==> config.mk <==
export PLATFORM = sky130hd
export DESIGN_NAME = router_slice_credit
export DESIGN_NICKNAME = d
export VERILOG_FILES = /design/src/rtl/router_pkg.sv /design/src/rtl/router_slice_fifo.sv /design/src/rtl/router_slice_credit.sv
export SDC_FILE = /design/constraint.sdc
export NUM_CORES = 1
export LEC_CHECK = 0
export ABC_AREA = 1
export ABC_CLOCK_PERIOD_IN_PS = 6100
export CAP_MARGIN = 20
export CORE_MARGIN = 10
export CORE_UTILIZATION = 56
export DETAILED_ROUTE_END_ITERATION = 10
export PLACE_DENSITY_LB_ADDON = 0.05
export REMOVE_ABC_BUFFERS = 1
export SLEW_MARGIN = 25
export SYNTH_ARGS = -nofsm -noshare
export SYNTH_HDL_FRONTEND = slang
export SYNTH_SLANG_ARGS = --single-unit
==> constraint.sdc <==
create_clock -name clk -period 6.1 [get_ports clk]
set_clock_uncertainty 0.2 [all_clocks]
set_input_delay 1.525 -clock clk [delete_from_list [all_inputs] [get_ports clk]]
set_output_delay 1.525 -clock clk [all_outputs]
set_load 0.02 [all_outputs]
==> src/rtl/router_pkg.sv <==
// Shared definitions for the credit-based router slice:
// flit type encodings, field offsets and framing states.
package router_pkg;

    localparam logic [1:0] FLIT_BODY   = 2'b00;
    localparam logic [1:0] FLIT_HEAD   = 2'b01;
    localparam logic [1:0] FLIT_TAIL   = 2'b10;
    localparam logic [1:0] FLIT_SINGLE = 2'b11;

    localparam int TYPE_LSB = 0;
    localparam int ADDR_LSB = 2;

    typedef enum logic {
        ST_IDLE,
        ST_IN_PKT
    } frame_state_t;

endpackage

==> src/rtl/router_slice_fifo.sv <==
// Synchronous FIFO with wrap-bit pointers. Push while full is only
// legal when a pop happens on the same edge.
module router_slice_fifo #(
    parameter int WIDTH = 68,
    parameter int DEPTH = 4
) (
    input  logic             clk,
    input  logic             rst_n,
    input  logic             push,
    input  logic             pop,
    input  logic [WIDTH-1:0] wdata,
    output logic             full,
    output logic             empty,
    output logic [WIDTH-1:0] rdata
);

    localparam int AW = $clog2(DEPTH);

    logic [AW:0]      wr_ptr;
    logic [AW:0]      rd_ptr;
    logic [WIDTH-1:0] mem [DEPTH];

    assign empty = (wr_ptr == rd_ptr);
    assign full  = (wr_ptr[AW] != rd_ptr[AW]) &&
                   (wr_ptr[AW-1:0] == rd_ptr[AW-1:0]);
    assign rdata = mem[rd_ptr[AW-1:0]];

    always_ff @(posedge clk or negedge rst_n) begin
        if (!rst_n) begin
            wr_ptr <= '0;
            rd_ptr <= '0;
        end else begin
            if (push) wr_ptr <= wr_ptr + 1'b1;
            if (pop)  rd_ptr <= rd_ptr + 1'b1;
        end
    end

    always_ff @(posedge clk) begin
        if (push) mem[wr_ptr[AW-1:0]] <= wdata;
    end

endmodule

==> src/rtl/router_slice_credit.sv <==
// Buffered router slice: input FIFO, downstream credit counter,
// framing checker, registered output stage and sticky ERROR.
module router_slice_credit
    import router_pkg::*;
#(
    parameter int FLIT_W  = 68,
    parameter int DEPTH   = 4,
    parameter int CREDITS = 4,
    parameter int ADDR_W  = 4
) (
    input  logic              clk,
    input  logic              reset,
    input  logic [ADDR_W-1:0] ROUTER_ADDRESS,
    input  logic              VALID_IN_IP,
    input  logic [FLIT_W-1:0] CHANNEL_IN_IP,
    input  logic              CREDIT_IN_OP,
    output logic              VALID_OUT_OP,
    output logic [FLIT_W-1:0] CHANNEL_OUT_OP,
    output logic              CREDIT_OUT_IP,
    output logic              LOOPBACK_OUT,
    output logic              ERROR
);

    localparam int CW = $clog2(CREDITS + 1);
    localparam logic [CW-1:0] CRED_MAX = CW'(CREDITS);

    logic              fifo_full;
    logic              fifo_empty;
    logic [FLIT_W-1:0] head_flit;
    logic              push;
    logic              pop;
    logic              overflow;
    logic [1:0]        in_type;
    logic [1:0]        out_type;
    logic              out_is_head;

    logic [CW-1:0]     credits;
    logic [CW-1:0]     credits_next;
    logic              credit_err;

    frame_state_t      state;
    frame_state_t      state_next;
    logic              frame_err;

    assign pop      = !fifo_empty && (credits != '0);
    // A full FIFO still accepts when the same edge frees a slot.
    assign push     = VALID_IN_IP && (!fifo_full || pop);
    assign overflow = VALID_IN_IP && fifo_full && !pop;
    assign in_type  = CHANNEL_IN_IP[TYPE_LSB +: 2];
    assign out_type = head_flit[TYPE_LSB +: 2];
    assign out_is_head = (out_type == FLIT_HEAD) ||
                         (out_type == FLIT_SINGLE);

    router_slice_fifo #(
        .WIDTH (FLIT_W),
        .DEPTH (DEPTH)
    ) u_fifo (
        .clk   (clk),
        .rst_n (reset),
        .push  (push),
        .pop   (pop),
        .wdata (CHANNEL_IN_IP),
        .full  (fifo_full),
        .empty (fifo_empty),
        .rdata (head_flit)
    );

    always_comb begin
        credits_next = credits;
        credit_err   = 1'b0;
        if (CREDIT_IN_OP && !pop) begin
            if (credits == CRED_MAX) credit_err = 1'b1;
            else credits_next = credits + 1'b1;
        end else if (pop && !CREDIT_IN_OP) begin
            credits_next = credits - 1'b1;
        end
    end

    always_comb begin
        state_next = state;
        frame_err  = 1'b0;
        if (push) begin
            unique case (state)
                ST_IDLE: begin
                    if (in_type == FLIT_HEAD) state_next = ST_IN_PKT;
                    else if (in_type != FLIT_SINGLE) frame_err = 1'b1;
                end
                ST_IN_PKT: begin
                    if (in_type == FLIT_TAIL) begin
                        state_next = ST_IDLE;
                    end else if (in_type == FLIT_HEAD) begin
                        frame_err = 1'b1;
                    end else if (in_type == FLIT_SINGLE) begin
                        frame_err  = 1'b1;
                        state_next = ST_IDLE;
                    end
                end
                default: state_next = ST_IDLE;
            endcase
        end
    end

    always_ff @(posedge clk or negedge reset) begin
        if (!reset) begin
            state          <= ST_IDLE;
            credits        <= CRED_MAX;
            VALID_OUT_OP   <= 1'b0;
            CHANNEL_OUT_OP <= '0;
            CREDIT_OUT_IP  <= 1'b0;
            LOOPBACK_OUT   <= 1'b0;
            ERROR          <= 1'b0;
        end else begin
            state         <= state_next;
            credits       <= credits_next;
            VALID_OUT_OP  <= pop;
            CREDIT_OUT_IP <= pop;
            LOOPBACK_OUT  <= pop && out_is_head &&
                (head_flit[ADDR_LSB +: ADDR_W] == ROUTER_ADDRESS);
            if (pop) CHANNEL_OUT_OP <= head_flit;
            if (overflow || frame_err || credit_err) ERROR <= 1'b1;
        end
    end

endmodule

==> metrics.txt <==
setup_tns 0 ns; Place WS between 2 and 2.5 ns; endpoints failing setup 0; global-route wire length before repair 44,300 µm; H-tree depth 2; hold_sp credits[2]; row count 56; CP max stage cell dfrtp_4; largest net degree at the start of global routing 79; gr usage total 0.181; Antenna Nets Post-Route 0; critical path arrival 4.01 ns; R2R Setup Slk 2.08 ns; Power Density ~550 mW/mm²; nets approximately 1.3k; CP Class reg2reg; R2R cell count 7; Max Fanout on Critical Path 71; Post-CTS Setup Inserts 0; DR DRC count 0; pin slew with the least headroom to its limit 1.04 ns; top cells by count, synth 324 x nor2_1, 272 x edfxtp_1, 134 x o21ai_0, 80 x dfrtp_1, 63 x a31oi_1; share of layout cells above drive strength 1 0.0659; Area growth, synth to finish 21.5%; slew margin rel. 0.305; register area 0.0102 mm²; deepest clock path buffer count 3; Die W approximately 170 µm; max incr delay on CP 1.07 ns; Hold Path Class reg2reg; Seq/Total Area, Yosys 0.761; unrepaired setup endpoints after global routing false; Synth top area share 0.609; Async SR Flop Fraction 0.229; max-cap violations 0; critical path cell sequence inv_4 -> nand2_1 -> nand2_1 -> nand3_1 -> nand2_2 -> nor2_4 -> buf_12; reg2reg start u_fifo.rd_ptr[1]; Remaining Overflow, GRT 0; Root Driver clkbuf_16; core region area between 0.02 and 0.025 mm²; Post-synth EDFFs 272; Top FF cell, synth edfxtp_1; Startpoint Class register; DR WL/cell 18.6 µm; cells after synthesis 1,036; Initial DRC Count approximately 480; antenna violations before repair 0; synthesized flop and latch total about 350; Yosys top cell by area edfxtp_1; DR pass1 iterations 5; final wirelength approximately 28,000 µm; synth warn 0; Final WS setup roughly 2.1 ns; Worst R2R End u_fifo.mem[3][30]; top-count cell post-synth nor2_1; Post-Syn Area 0.0134 mm²; hold_buf cts 0; Max VDD drop ~0.28 mV; I/O pins 148; Final Cycle Share 0.659; CP Capture Type register; vias in the first global route around 8.2k; Clock Pin Slew Worst Setup and Hold Paths 0.06 ns; clk_lat worst skew 0.52 ns; Num CTS Buffers 37; CTS tree yes; Avg Cell Area, Syn ~13 µm²; antenna cells 0; fillers 1,692; P_leak 5.81 nW; placed wire-length estimate 15,600 µm; Num Clock Sinks 353; Netlist cell types 31; vias 8,164; final hold violation count 0; max-slew violation count 0; hold endpoint credits[2]; area of the multi-input gates about 0.0028 mm²; post-CTS sizing 0; Die Y 175 µm; Via density 5.38; most used cell, CP nand2_1; top cells by area, synth edfxtp_1 61%, dfrtp_1 15%, nor2_1 9.1%; Fmax 0.249 GHz; WHS Path Cells 2; Starting Density 0.569; outcome completed; CP required just over 6 ns; IO buf count 147; DIE AREA 0.0305 mm²; gpl congestion 0.757; min Tclk post-route slightly above 4 ns
[cell families after synthesis]
logic type / after synthesis / share of synthesized area
xor+xnor: 10 / 0.00653
fa+ha+maj: 6 / 0.00616
compound gates: 202 / 0.0816
buf+inv: 75 / 0.0328
simple gates: 390 / 0.112
flops: 353 / 0.761
[cell usage in the layout (no fill, tap or decap), drive strengths merged]
master / netlist / layout
a21oi: 2 / 2
a31oi: 63 / 63
buf: 46 / 9
bufinv: 0 / 3
clkbuf: 15 / 54
clkdlybuf4s50: 0 / 146
clkinv: 0 / 9
clkinvlp: 0 / 1
dfrtp: 80 / 80
dfstp: 1 / 1
edfxtp: 272 / 272
fa: 1 / 1
ha: 5 / 5
inv: 14 / 15
nand2: 45 / 45
nand3: 16 / 16
nand3b: 2 / 2
nand4: 1 / 1
nor2: 324 / 324
nor3: 1 / 1
o21ai: 135 / 135
o22ai: 1 / 1
o31ai: 1 / 1
or2: 1 / 1
xnor2: 2 / 2
xor2: 8 / 8
[layer usage]
| layer | vias to the layer above | track usage | share of wire |
|---|---|---|---|
| met3 | 38 | 0.0405 | 0.056 |
| met2 | 206 | 0.303 | 0.48 |
| met5 | - | 0 | 0 |
| met4 | 0 | 0.0473 | 0.016 |
| met1 | 3997 | 0.236 | 0.44 |
| li1 | 3923 | - | - |
[critical path: cells and delay by family (launching register included)]
kind / cells / cell delay [ns]
flops: 1 / 1.07
buf+inv: 2 / 0.91
simple gates: 5 / 1.45
[through the flow]
stage | instance area [µm²] | hold slack (ns) | util | power [mW] | std cells
2_1_floorplan | 13000 | 0.249 | - | 5.51 | 975
3_3_place_gp | 15000 | 0.264 | 0.639 | 6.66 | 1449
3_5_place_dp | 15000 | 0.274 | 0.639 | 6.75 | 1449
4_1_cts | 16300 | 0.284 | 0.692 | 9.01 | 1517
5_1_grt | 16300 | 0.314 | 0.692 | 9.48 | 1517
6_report | 16300 | 0.281 | 0.692 | 8.91 | 1517
[worst max-delay path by stage]
stage,startpoint,end,slack [ns]
6_report,u_fifo.rd_ptr[1],u_fifo.mem[3][30],2.08
5_1_grt,u_fifo.rd_ptr[1],CHANNEL_OUT_OP[30],1.66
4_1_cts,u_fifo.rd_ptr[1],u_fifo.mem[3][57],2.02
3_5_place_dp,u_fifo.rd_ptr[1],u_fifo.mem[3][32],2.05
3_3_place_gp,u_fifo.rd_ptr[1],u_fifo.mem[3][49],2.10
2_1_floorplan,u_fifo.rd_ptr[0],u_fifo.mem[3][0],-0.56
[power breakdown]
group	leakage [nW]	total [mW]	internal, mW	switching (mW)
sequential	3.42	3.73	3.31	0.423
clock	0.613	2.25	1.38	0.870
combinational	1.77	2.93	1.10	1.83
[sequential cells by signal, indices dropped and copies added (netlist names)]
signal	cells
u_fifo.mem	272
CHANNEL_OUT_OP	68
CREDIT_OUT_IP	1
credits	3
u_fifo.rd_ptr	3
u_fifo.wr_ptr	3
ERROR	1
LOOPBACK_OUT	1
state	1
[layout make-up]
cell class	instances	share of cell area
sequential	353	0.626
multi-input combinational	608	0.172
timing repair buffer	155	0.0969
clock buffer	54	0.0677
tap	319	0.0245
clock inverter	14	0.00899
inverter	14	0.00369
No activity file was read; power rests on OpenSTA's default activity.
